[config.mk]
export PLATFORM = sky130hd
export DESIGN_NAME = ddr_host_req_queue_flat
export DESIGN_NICKNAME = d
export VERILOG_FILES = /design/src/rtl/ddr_host_req_queue_pkg.sv /design/src/rtl/ddr_host_req_queue_if.sv /design/src/rtl/ddr_req_fifo.sv /design/src/rtl/ddr_host_req_queue.sv /design/src/flat_wrapper.sv
export SDC_FILE = /design/constraint.sdc
export NUM_CORES = 1
export LEC_CHECK = 0
export CORE_MARGIN = 3
export CORE_UTILIZATION = 40
export CTS_CLUSTER_SIZE = 20
export DETAILED_ROUTE_END_ITERATION = 10
export HOLD_SLACK_MARGIN = 0.1
export PLACE_DENSITY = 0.58
export SETUP_SLACK_MARGIN = 0.15
export SLEW_MARGIN = 30
export SYNTH_ARGS = -nofsm -noshare
export SYNTH_HDL_FRONTEND = slang
export SYNTH_HIERARCHICAL = 1
export SYNTH_SLANG_ARGS = --single-unit
[constraint.sdc]
create_clock -name clk -period 3.85 [get_ports clk]
set_input_delay 0.5775 -clock clk [delete_from_list [all_inputs] [get_ports clk]]
set_output_delay 0.5775 -clock clk [all_outputs]
set_load 0.02 [all_outputs]
[src/rtl/ddr_host_req_queue_pkg.sv]
// ddr_host_req_queue_pkg
// Shared DDR host-queue parameters: address field widths and bit offsets,
// data width, the queued request record and the issue FSM state encoding.
// Helper functions split a packed host address into row / bank / column.

package ddr_host_req_queue_pkg;

    localparam int unsigned ROW_W  = 13;
    localparam int unsigned BA_W   = 2;
    localparam int unsigned COL_W  = 10;
    localparam int unsigned ADDR_W = ROW_W + BA_W + COL_W;
    localparam int unsigned DATA_W = 16;

    // Host address layout: {row, ba, col}
    localparam int unsigned COL_LSB = 0;
    localparam int unsigned BA_LSB  = COL_LSB + COL_W;
    localparam int unsigned ROW_LSB = BA_LSB + BA_W;

    // Queued request: {we, addr, wdata}
    localparam int unsigned REQ_W = 1 + ADDR_W + DATA_W;

    typedef struct packed {
        logic              we;
        logic [ADDR_W-1:0] addr;
        logic [DATA_W-1:0] wdata;
    } req_t;

    typedef enum logic [1:0] {
        StIdle     = 2'd0,
        StIssue    = 2'd1,
        StWaitAck  = 2'd2,
        StWaitDone = 2'd3
    } state_e;

    function automatic logic [ROW_W-1:0] addr_row(input logic [ADDR_W-1:0] addr);
        return addr[ROW_LSB +: ROW_W];
    endfunction

    function automatic logic [BA_W-1:0] addr_ba(input logic [ADDR_W-1:0] addr);
        return addr[BA_LSB +: BA_W];
    endfunction

    function automatic logic [COL_W-1:0] addr_col(input logic [ADDR_W-1:0] addr);
        return addr[COL_LSB +: COL_W];
    endfunction

endpackage

[src/rtl/ddr_host_req_queue_if.sv]
// ddr_host_req_queue_if
// Bundles the host request/response handshake and the controller system-bus
// signals of the DDR host request queue.
//   master : the environment (host + controller) side
//   slave  : the queue side
// Host:       req_valid/req_ready/req_we/req_addr/req_wdata, rsp_valid/rsp_rdata,
//             err_timeout
// Controller: init_done, ctrl_busy, data_out_rdy, sys_rdata, addr_strobe,
//             sys_addr_row/sys_ba/sys_addr_col, rd_wr_req, sys_wdata, sys_wdata_oe

interface ddr_host_req_queue_if;
    import ddr_host_req_queue_pkg::*;

    // Host side
    logic              req_valid;
    logic              req_ready;
    logic              req_we;
    logic [ADDR_W-1:0] req_addr;
    logic [DATA_W-1:0] req_wdata;
    logic              rsp_valid;
    logic [DATA_W-1:0] rsp_rdata;
    logic              err_timeout;

    // Controller side
    logic              init_done;
    logic              ctrl_busy;
    logic              data_out_rdy;
    logic [DATA_W-1:0] sys_rdata;
    logic              addr_strobe;
    logic [ROW_W-1:0]  sys_addr_row;
    logic [BA_W-1:0]   sys_ba;
    logic [COL_W-1:0]  sys_addr_col;
    logic              rd_wr_req;
    logic [DATA_W-1:0] sys_wdata;
    logic              sys_wdata_oe;

    modport master (
        output req_valid, req_we, req_addr, req_wdata,
        output init_done, ctrl_busy, data_out_rdy, sys_rdata,
        input  req_ready, rsp_valid, rsp_rdata, err_timeout,
        input  addr_strobe, sys_addr_row, sys_ba, sys_addr_col, rd_wr_req,
        input  sys_wdata, sys_wdata_oe
    );

    modport slave (
        input  req_valid, req_we, req_addr, req_wdata,
        input  init_done, ctrl_busy, data_out_rdy, sys_rdata,
        output req_ready, rsp_valid, rsp_rdata, err_timeout,
        output addr_strobe, sys_addr_row, sys_ba, sys_addr_col, rd_wr_req,
        output sys_wdata, sys_wdata_oe
    );

endinterface

[src/rtl/ddr_req_fifo.sv]
// ddr_req_fifo
// Synchronous first-word-fall-through FIFO. rdata always shows the head entry.
//   clk, rst (sync, active low)
//   push/wdata : write when not full (push while full is dropped)
//   pop        : remove head when not empty
//   full, empty, count (0..DEPTH)
// DEPTH must be a power of two so the pointers wrap naturally.

module ddr_req_fifo #(
    parameter int unsigned WIDTH = 42,
    parameter int unsigned DEPTH = 4
) (
    input  logic                       clk,
    input  logic                       rst,
    input  logic                       push,
    input  logic                       pop,
    input  logic [WIDTH-1:0]           wdata,
    output logic [WIDTH-1:0]           rdata,
    output logic                       full,
    output logic                       empty,
    output logic [$clog2(DEPTH):0]     count
);

    localparam int unsigned PTR_W = $clog2(DEPTH);
    localparam int unsigned CNT_W = PTR_W + 1;

    logic [WIDTH-1:0] mem [DEPTH];
    logic [PTR_W-1:0] wr_ptr_q;
    logic [PTR_W-1:0] rd_ptr_q;
    logic [CNT_W-1:0] count_q;
    logic             push_en;
    logic             pop_en;

    assign full    = (count_q == CNT_W'(DEPTH));
    assign empty   = (count_q == '0);
    assign count   = count_q;
    assign rdata   = mem[rd_ptr_q];
    assign push_en = push && !full;
    assign pop_en  = pop && !empty;

    always_ff @(posedge clk) begin
        if (!rst) begin
            wr_ptr_q <= '0;
            rd_ptr_q <= '0;
            count_q  <= '0;
        end else begin
            if (push_en) wr_ptr_q <= wr_ptr_q + 1'b1;
            if (pop_en)  rd_ptr_q <= rd_ptr_q + 1'b1;
            unique case ({push_en, pop_en})
                2'b10:   count_q <= count_q + 1'b1;
                2'b01:   count_q <= count_q - 1'b1;
                default: count_q <= count_q;
            endcase
        end
    end

    // Storage needs no reset; contents are only read when count is non-zero.
    always_ff @(posedge clk) begin
        if (push_en) mem[wr_ptr_q] <= wdata;
    end

endmodule

[src/rtl/ddr_host_req_queue.sv]
// ddr_host_req_queue
// Queues host read/write requests and issues them one at a time to a DDR
// controller system bus. A request is popped in IDLE, registered onto the
// sys_* outputs, strobed for one cycle, then the queue waits for the
// controller to go busy (or times out) and for the command to complete.
// Read data is captured once per read and reported with a one-cycle rsp_valid.
//   clk  : system clock
//   rst  : synchronous active-low reset
//   bus  : ddr_host_req_queue_if.slave (host handshake + controller bus)
// DEPTH: FIFO depth (power of two, >= 2). ACK_TIMEOUT: acceptance window (>= 2).

module ddr_host_req_queue
    import ddr_host_req_queue_pkg::*;
#(
    parameter int unsigned DEPTH       = 4,
    parameter int unsigned ACK_TIMEOUT = 16
) (
    input  logic                 clk,
    input  logic                 rst,
    ddr_host_req_queue_if.slave  bus
);

    localparam int unsigned CNT_W = $clog2(DEPTH) + 1;
    localparam int unsigned ACK_W = $clog2(ACK_TIMEOUT) + 1;
    localparam logic [ACK_W-1:0] ACK_LAST = ACK_W'(ACK_TIMEOUT - 1);

    // FIFO
    logic [REQ_W-1:0] fifo_wdata;
    logic [REQ_W-1:0] fifo_rdata;
    logic             fifo_full;
    logic             fifo_empty;
    logic [CNT_W-1:0] fifo_count;
    logic             fifo_push;
    logic             fifo_pop;
    req_t             head;

    // FSM and registered outputs
    state_e           state_q;
    logic [ACK_W-1:0] ack_cnt_q;
    logic [ACK_W-1:0] ack_next;
    logic             rd_captured_q;
    logic             addr_strobe_q;
    logic [ROW_W-1:0] row_q;
    logic [BA_W-1:0]  ba_q;
    logic [COL_W-1:0] col_q;
    logic             we_q;
    logic [DATA_W-1:0] wdata_q;
    logic             wdata_oe_q;
    logic             rsp_valid_q;
    logic [DATA_W-1:0] rsp_rdata_q;
    logic             err_timeout_q;
    logic             issue;

    assign fifo_wdata = {bus.req_we, bus.req_addr, bus.req_wdata};
    assign head       = req_t'(fifo_rdata);

    // Not ready while held in reset, otherwise simply not-full.
    assign bus.req_ready = rst && !fifo_full;
    assign fifo_push     = bus.req_valid && bus.req_ready;

    assign issue    = (state_q == StIdle) && !fifo_empty && bus.init_done && !bus.ctrl_busy;
    assign fifo_pop = issue;
    assign ack_next = ack_cnt_q + 1'b1;

    ddr_req_fifo #(
        .WIDTH (REQ_W),
        .DEPTH (DEPTH)
    ) u_fifo (
        .clk   (clk),
        .rst   (rst),
        .push  (fifo_push),
        .pop   (fifo_pop),
        .wdata (fifo_wdata),
        .rdata (fifo_rdata),
        .full  (fifo_full),
        .empty (fifo_empty),
        .count (fifo_count)
    );

    always_ff @(posedge clk) begin
        if (!rst) begin
            state_q       <= StIdle;
            ack_cnt_q     <= '0;
            rd_captured_q <= 1'b0;
            addr_strobe_q <= 1'b0;
            row_q         <= '0;
            ba_q          <= '0;
            col_q         <= '0;
            we_q          <= 1'b0;
            wdata_q       <= '0;
            wdata_oe_q    <= 1'b0;
            rsp_valid_q   <= 1'b0;
            rsp_rdata_q   <= '0;
            err_timeout_q <= 1'b0;
        end else begin
            addr_strobe_q <= 1'b0;
            rsp_valid_q   <= 1'b0;
            err_timeout_q <= 1'b0;

            unique case (state_q)
                StIdle: begin
                    if (issue) begin
                        state_q       <= StIssue;
                        addr_strobe_q <= 1'b1;
                        row_q         <= addr_row(head.addr);
                        ba_q          <= addr_ba(head.addr);
                        col_q         <= addr_col(head.addr);
                        we_q          <= head.we;
                        wdata_q       <= head.wdata;
                        // Write data drives the shared bus from ISSUE onward.
                        wdata_oe_q    <= head.we;
                        rd_captured_q <= 1'b0;
                    end
                end

                StIssue: begin
                    state_q   <= StWaitAck;
                    ack_cnt_q <= '0;
                end

                StWaitAck: begin
                    if (bus.ctrl_busy) begin
                        state_q <= StWaitDone;
                    end else if (ack_next == ACK_LAST) begin
                        // Controller never accepted: drop the request.
                        state_q       <= StIdle;
                        err_timeout_q <= 1'b1;
                        wdata_oe_q    <= 1'b0;
                    end else begin
                        ack_cnt_q <= ack_next;
                    end
                end

                StWaitDone: begin
                    if (!we_q) begin
                        // Only the first data_out_rdy of a read is taken.
                        if (bus.data_out_rdy && !rd_captured_q) begin
                            rsp_rdata_q   <= bus.sys_rdata;
                            rsp_valid_q   <= 1'b1;
                            rd_captured_q <= 1'b1;
                        end
                        if (!bus.ctrl_busy && (rd_captured_q || bus.data_out_rdy)) begin
                            state_q <= StIdle;
                        end
                    end else if (!bus.ctrl_busy) begin
                        state_q    <= StIdle;
                        wdata_oe_q <= 1'b0;
                    end
                end

                default: state_q <= StIdle;
            endcase
        end
    end

    assign bus.addr_strobe  = addr_strobe_q;
    assign bus.sys_addr_row = row_q;
    assign bus.sys_ba       = ba_q;
    assign bus.sys_addr_col = col_q;
    assign bus.rd_wr_req    = we_q;
    assign bus.sys_wdata    = wdata_q;
    assign bus.sys_wdata_oe = wdata_oe_q;
    assign bus.rsp_valid    = rsp_valid_q;
    assign bus.rsp_rdata    = rsp_rdata_q;
    assign bus.err_timeout  = err_timeout_q;

    fifo_count_bound: assert property (@(posedge clk) disable iff (!rst)
        fifo_count <= CNT_W'(DEPTH));

endmodule

[src/flat_wrapper.sv]
// flat-port wrapper written by rule: the top's interface ports become plain ports
module ddr_host_req_queue_flat import ddr_host_req_queue_pkg::*;
#(
    parameter int unsigned DEPTH       = 4,
    parameter int unsigned ACK_TIMEOUT = 16
)
  (clk, rst, bus_req_valid, bus_req_we, bus_req_addr, bus_req_wdata, bus_init_done, bus_ctrl_busy, bus_data_out_rdy, bus_sys_rdata, bus_req_ready, bus_rsp_valid, bus_rsp_rdata, bus_err_timeout, bus_addr_strobe, bus_sys_addr_row, bus_sys_ba, bus_sys_addr_col, bus_rd_wr_req, bus_sys_wdata, bus_sys_wdata_oe);
  ddr_host_req_queue_if bus_i ();
  input  logic clk;
  input  logic rst;
  input wire logic [$bits(bus_i.req_valid)-1:0] bus_req_valid;
  input wire logic [$bits(bus_i.req_we)-1:0] bus_req_we;
  input wire logic [$bits(bus_i.req_addr)-1:0] bus_req_addr;
  input wire logic [$bits(bus_i.req_wdata)-1:0] bus_req_wdata;
  input wire logic [$bits(bus_i.init_done)-1:0] bus_init_done;
  input wire logic [$bits(bus_i.ctrl_busy)-1:0] bus_ctrl_busy;
  input wire logic [$bits(bus_i.data_out_rdy)-1:0] bus_data_out_rdy;
  input wire logic [$bits(bus_i.sys_rdata)-1:0] bus_sys_rdata;
  output wire logic [$bits(bus_i.req_ready)-1:0] bus_req_ready;
  output wire logic [$bits(bus_i.rsp_valid)-1:0] bus_rsp_valid;
  output wire logic [$bits(bus_i.rsp_rdata)-1:0] bus_rsp_rdata;
  output wire logic [$bits(bus_i.err_timeout)-1:0] bus_err_timeout;
  output wire logic [$bits(bus_i.addr_strobe)-1:0] bus_addr_strobe;
  output wire logic [$bits(bus_i.sys_addr_row)-1:0] bus_sys_addr_row;
  output wire logic [$bits(bus_i.sys_ba)-1:0] bus_sys_ba;
  output wire logic [$bits(bus_i.sys_addr_col)-1:0] bus_sys_addr_col;
  output wire logic [$bits(bus_i.rd_wr_req)-1:0] bus_rd_wr_req;
  output wire logic [$bits(bus_i.sys_wdata)-1:0] bus_sys_wdata;
  output wire logic [$bits(bus_i.sys_wdata_oe)-1:0] bus_sys_wdata_oe;
  assign bus_i.req_valid = bus_req_valid;
  assign bus_i.req_we = bus_req_we;
  assign bus_i.req_addr = bus_req_addr;
  assign bus_i.req_wdata = bus_req_wdata;
  assign bus_i.init_done = bus_init_done;
  assign bus_i.ctrl_busy = bus_ctrl_busy;
  assign bus_i.data_out_rdy = bus_data_out_rdy;
  assign bus_i.sys_rdata = bus_sys_rdata;
  assign bus_req_ready = bus_i.req_ready;
  assign bus_rsp_valid = bus_i.rsp_valid;
  assign bus_rsp_rdata = bus_i.rsp_rdata;
  assign bus_err_timeout = bus_i.err_timeout;
  assign bus_addr_strobe = bus_i.addr_strobe;
  assign bus_sys_addr_row = bus_i.sys_addr_row;
  assign bus_sys_ba = bus_i.sys_ba;
  assign bus_sys_addr_col = bus_i.sys_addr_col;
  assign bus_rd_wr_req = bus_i.rd_wr_req;
  assign bus_sys_wdata = bus_i.sys_wdata;
  assign bus_sys_wdata_oe = bus_i.sys_wdata_oe;
  ddr_host_req_queue #(.DEPTH(DEPTH), .ACK_TIMEOUT(ACK_TIMEOUT)) u_core (.clk(clk), .rst(rst), .bus(bus_i));
endmodule
==> results.ini, run 1 <==
[cts]
cts_buffer_depth = 3
root_buffer = clkbuf_16
cts-hold-fix-buffers = 0
cts_tree = built
cts_setup_buffers = 0
numClockSinks = 247
clk_latency_ns = 0.54
cts-buffers-inserted = 26
h-tree-depth = 1
cts.repair.resized = 0
clk_pin_slew_ns = 0.07

[pwr]
p_leak_nw = 3.79
finalPower_w = 0.00573
power.density_nw_per_um2 = 479
vdd_drop_max_v = 0.000316

[yosys]
ys.flop_type = edfxtp_1
synth.cell_area_sq_um = 9520
syn_nets = 696
avgSynthCellArea_sq_um = 15.4
synth_edf_count = 168
synth-async-reset-ratio = 0
synthCells = 619
ys_ff_latch = 247
yosysSeqAreaShare = 0.696
yosys_warnings = 6
netlist-cell-type-count = 50

[worst_setup_path]
worstSetupEndpointType = register
critical_path_required_ns = 4.07
cp.arrival_ns = 2.80
critPathLaunchType = register
path_max_fanout = 22
criticalPathCategory = reg -> reg

[route]
ant_nets = 0
drc_errors = 0
drtIter0Drc = 312
via_count = 5374
via_per_inst = 4.96
wl_microns = 19200
first_pass_iters = 4
wire_per_inst_microns = 17.8

[placed_design]
dpl.hpwl_microns = 12200
placement.io_buffers = 126
dpl_worst_slack_ns = 0.868
gp_congestion = 0.769

[grt]
antenna_found_initial = 2
grt_use_total = 0.149
overflow = 0
grt_start_max_net_pins = 86
grt_pass1_wl_microns = 31200
grt_pass1_vias = 5773

[final_layout]
antennaDiodeCount = 0
regArea_sq_um = 6630
synthToLayoutAreaGrowth_pct = 25.7
fin_nets = 827
drive_gt1_frac = 0.143
num-fill-cells = 1964
multiInputGateArea_sq_um = 2650
final_cell_mix = edfxtp_1 (168), nand2_1 (127), clkdlybuf4s50_1 (125)
final_common_cell = edfxtp_1

[run_status]
status = complete, no violations

[floorplanning]
ios = 127
die_area_sq_um = 25700
die_y_microns = 160
rows = 55
core_area_sq_um = 23000
dieWidth_microns = 160
initial_core_util = 0.414

[timing]
setup_ws_ns = 1.27
worst_pin_slew_ns = 0.752
drv_slew = 0
fin_crit_sh = 0.670
min_period_ns = 2.58
whs_ns = 0.463
finalHoldViolations = 0
rsz0062_at_grt = false
fmax_mhz = 388
finalSetupViolCount = 0
setup_tns_ns = 0
slew-limit-headroom = 0.499
skew_ns = 0.0197

[hold_path]
hp-class = reg -> reg

[run]
maxCapViolCount = 0

[through the flow]
stage,util,area [sq um],cells
floorplan,-,9520,619
global placement,0.483,11100,1035
detailed placement,0.483,11100,1035
CTS,0.521,12000,1083
global route,0.521,12000,1083
finish,0.521,12000,1083
[synthesized netlist by cell type (2+ instances only)]
cell / n / area share
nor4b_1: 2 / 0.0018
buf_2: 10 / 0.0053
dfxtp_1: 79 / 0.17
clkbuf_1: 16 / 0.0063
a31oi_1: 2 / 0.0013
mux2i_1: 3 / 0.0032
nor2b_1: 5 / 0.0033
ha_1: 12 / 0.016
or3_1: 2 / 0.0013
o21a_1: 3 / 0.0024
and4_1: 2 / 0.0018
mux4_2: 42 / 0.099
o211ai_1: 2 / 0.0016
nor2_1: 6 / 0.0024
edfxtp_1: 168 / 0.53
and3_1: 2 / 0.0013
buf_12: 4 / 0.0084
a21boi_0: 59 / 0.047
nand2b_1: 3 / 0.0020
and2_1: 10 / 0.0066
nor3b_1: 2 / 0.0016
nand3_1: 6 / 0.0032
nor3_1: 2 / 0.0011
inv_1: 10 / 0.0039
nand2_1: 128 / 0.050
o21ai_0: 13 / 0.0068
a21boi_1: 2 / 0.0016
a21oi_1: 2 / 0.0011
[layer usage]
layer	wire, microns	share of wire	global-route usage	up-vias
met5	23	0.0012	0	-
met4	330	0.017	0.0296	4
met3	1140	0.059	0.0338	30
met2	9270	0.48	0.256	158
met1	8480	0.44	0.198	2624
li1	-	-	-	2558
[layout make-up]
class | instances | share of cell area
Clock buffer | 32 | 0.0579
Clock inverter | 16 | 0.0156
Inverter | 12 | 0.00376
Multi-Input combinational cell | 328 | 0.222
Sequential cell | 247 | 0.554
Tap cell | 313 | 0.0327
Timing Repair Buffer | 135 | 0.115
[kinds of logic (layout without fill, tap and decap cells)]
group | after synthesis | in the layout | synth area share
compound gates | 91 | 91 | 0.0724
xor+xnor | 2 | 2 | 0.00184
fa+ha+maj | 13 | 13 | 0.0179
buf+inv | 44 | 195 | 0.0264
flops | 247 | 247 | 0.696
mux | 45 | 45 | 0.102
simple gates | 177 | 177 | 0.0833
[worst max-delay path, stage by stage, from the launching register on]
cell	delay, ns
dfxtp_1	0.34
nor3b_2	0.17
nor2b_1	0.14
and2_1	0.14
nor2b_1	0.51
and2_2	0.69
buf_12	0.27
[path summary, 6_finish.rpt]
path | from | end | slack (ns) | cells after the start
setup / recovery | u_core/u_fifo/count[2] | u_core/u_fifo/mem[1][40] | 1.27 | 6
hold / removal | u_core/bus.sys_addr_row[9] | u_core/bus.sys_addr_row[9] | 0.46 | 2
setup reg to reg | u_core/u_fifo/count[2] | u_core/u_fifo/mem[1][40] | 1.27 | 6
hold reg to reg | u_core/bus.sys_addr_row[9] | u_core/bus.sys_addr_row[9] | 0.46 | 2
[power breakdown]
group          switching (W)  total (W)  internal [W]  leakage, nW
logic               0.000155   0.000309      0.000154         1.21
clock network        0.00102    0.00251       0.00149        0.420
registers          0.0000250    0.00292       0.00289         2.16
[registers in the layout (all words and copies together), names as in the netlist, 2 cells and up, named ones only]
name and cells:
u_core/u_fifo/rd_ptr_q 2, u_core/bus.sys_wdata 16, u_core/ack_cnt_q 5, u_core/bus.rsp_rdata 16, u_core/u_fifo/mem 168, u_core/bus.sys_ba 2, u_core/bus.sys_addr_col 10, u_core/u_fifo/wr_ptr_q 2
u_core/state_q 2, u_core/u_fifo/count 3, u_core/bus.sys_addr_row 13
No activity file was read; power rests on OpenSTA's default activity.
==> run 2: changes to the inputs <==
--- a/config.mk
+++ b/config.mk
@@ -10,7 +10,7 @@
 export CTS_CLUSTER_SIZE = 20
 export DETAILED_ROUTE_END_ITERATION = 10
 export HOLD_SLACK_MARGIN = 0.1
-export PLACE_DENSITY = 0.58
+export PLACE_DENSITY = 0.6
 export SETUP_SLACK_MARGIN = 0.15
 export SLEW_MARGIN = 30
 export SYNTH_ARGS = -nofsm -noshare
==> constraint.sdc (replaced) <==
create_clock -name clk -period 2.1 [get_ports clk]
set_input_delay 0.315 -clock clk [delete_from_list [all_inputs] [get_ports clk]]
set_output_delay 0.315 -clock clk [all_outputs]
set_load 0.02 [all_outputs]
==> run 2 against run 1 <==
  * Clock skew down 0.0088 ns
  * Utilization up 2.1 points
  * Fmax up 19%
  * Non-clock buffer count up 33
  * Power up 91%
  * First-iteration DRC count up 13%
  * The run now ends with setup timing left
==> results.ini, run 2 (same netlist as run 1, synthesis figures left out) <==
[placed_design]
gp_congestion = 0.775
dpl_worst_slack_ns = -0.367
dpl.hpwl_microns = 12400
place_area_sq_um = 11400
placement.io_buffers = 126

[route]
wire_per_inst_microns = 17.3
drtIter0Drc = 353
via_per_inst = 4.94
drc_errors = 0
ant_nets = 0
wl_microns = 19400
via_count = 5520
first_pass_iters = 4

[floorplanning]
die_y_microns = 160
core_area_sq_um = 23000
ios = 127
initial_core_util = 0.414
rows = 55
die_area_sq_um = 25700
dieWidth_microns = 160

[pwr]
p_int_w = 0.00873
finalPower_w = 0.0109
p_leak_nw = 4.05
pwr-share-clk = 0.453
sw_frac_of_total = 0.202
vdd_drop_max_v = 0.000572
power_frac_seq = 0.489
comb_power_share = 0.059
p_sw_w = 0.00220
power.density_nw_per_um2 = 878

[timing]
fin_crit_sh = 1.03
fmax_mhz = 462
slew-limit-headroom = 0.489
worst_pin_slew_ns = 0.766
rsz0062_at_grt = true
finalSetupViolCount = 1
skew_ns = 0.0109
whs_ns = 0.362
setup_ws_ns = -0.0626
finalHoldViolations = 0
min_period_ns = 2.16
drv_slew = 0

[final_layout]
antennaDiodeCount = 0
largest_register_ffs = 168
fin_nets = 861
largest-register = u_core/u_fifo/mem
final_common_cell = edfxtp_1
num-fill-cells = 1912
drive_gt1_frac = 0.200
finalInstanceArea_sq_um = 12500
final_cell_mix = edfxtp_1 (168), nand2_1 (127), clkdlybuf4s50_1 (124)
final_core_util = 0.542
synthToLayoutAreaGrowth_pct = 30.8

[run_status]
violations = setup timing
status = finished, violations left

[worst_setup_path]
cp.arrival_ns = 2.61
ff2ff_path_depth = 11
critPathLaunchType = register
critical_path_required_ns = 2.54
path_max_fanout = 3
r2r_end = u_core/u_fifo/count[2]
criticalPathCategory = reg -> reg
rr_startpoint = u_core/u_fifo/count[0]
r2r_slack_ns = -0.06
worstSetupEndpointType = register

[cts]
root_buffer = clkbuf_16
clk_latency_ns = 0.53
numClockSinks = 247
cts_tree = built
clk_pin_slew_ns = 0.06
h-tree-depth = 1
cts_buffer_depth = 3
cts-buffers-inserted = 27

[run]
maxCapViolCount = 0

[hold_path]
hp-class = in -> reg
whs_path_depth = 3
worst_hold_path.endpoint = u_core/bus.rsp_rdata[5]
hold_start = bus_sys_rdata[5]

[grt]
grt_start_max_net_pins = 86
antenna_found_initial = 0
overflow = 0
grt_pass1_wl_microns = 31100
grt_pass1_vias = 5799
grt_use_total = 0.151

[run 2: what timing repair did]
| item | CTS | global route |
|---|---|---|
| gates resized for setup | 6 | 5 |
| setup buffers | 4 | 3 |
| hold buffers | 0 | 0 |
| pin swaps | 2 | 5 |
| endpoints found under the setup margin | 5 | 10 |
[run 2: how the worst max path moves through the flow]
stage | start | end | slack, ns
after floorplan | u_core/u_fifo/count[0] | u_core/u_fifo/count[2] | -0.14
after global placement | bus_init_done | u_core/u_fifo/count[2] | -0.31
after detailed placement | bus_init_done | u_core/u_fifo/count[2] | -0.37
after CTS | u_core/u_fifo/count[1] | u_core/u_fifo/count[2] | -0.06
after global routing | u_core/u_fifo/count[0] | u_core/u_fifo/count[2] | -0.14
final | u_core/u_fifo/count[0] | u_core/u_fifo/count[2] | -0.06
[run 2: through the flow]
stage | cells | setup TNS, ns
after floorplan | 619 | -0.196
after global placement | 1061 | -0.844
after detailed placement | 1061 | -1.05
after CTS | 1115 | -0.0596
after global routing | 1118 | -0.141
final | 1118 | -0.0626
[run 2: critical path, stage by stage (launching register included)]
cell      delay [ns]
dfxtp_4         0.36
nor3b_4         0.24
nor2b_4         0.06
and2_1          0.14
nor2b_4         0.12
inv_2           0.06
ha_4            0.13
inv_2           0.03
fa_2            0.33
xor2_1          0.16
or3_1           0.31
a21boi_1        0.13
[run 2: power by group through the flow]
stage | combinational (W) | sequential (W) | clock (W)
3_5_place_dp | 0.000644 | 0.00545 | 0
3_3_place_gp | 0.000625 | 0.00544 | 0
6_report | 0.000643 | 0.00534 | 0.00495
2_1_floorplan | 0.000270 | 0.00548 | 0
4_1_cts | 0.000652 | 0.00534 | 0.00509
5_1_grt | 0.000702 | 0.00535 | 0.00532
[run 2: per-layer routing]
| layer | wire length (microns) | vias up | GRT usage |
|---|---|---|---|
| met5 | 0 | - | 0 |
| met4 | 308 | 0 | 0.0375 |
| met3 | 1310 | 27 | 0.0377 |
| met2 | 9690 | 144 | 0.262 |
| met1 | 8070 | 2735 | 0.190 |
| li1 | - | 2614 | - |
[run 2: final cells by class]
cell class,instances,area (sq um),area share
Timing Repair Buffer,168,1680,0.135
Clock inverter,17,229,0.0184
Multi-Input combinational cell,328,2730,0.219
Clock buffer,33,728,0.0585
Tap cell,313,392,0.0314
Inverter,12,50.0,0.00402
Sequential cell,247,6640,0.533
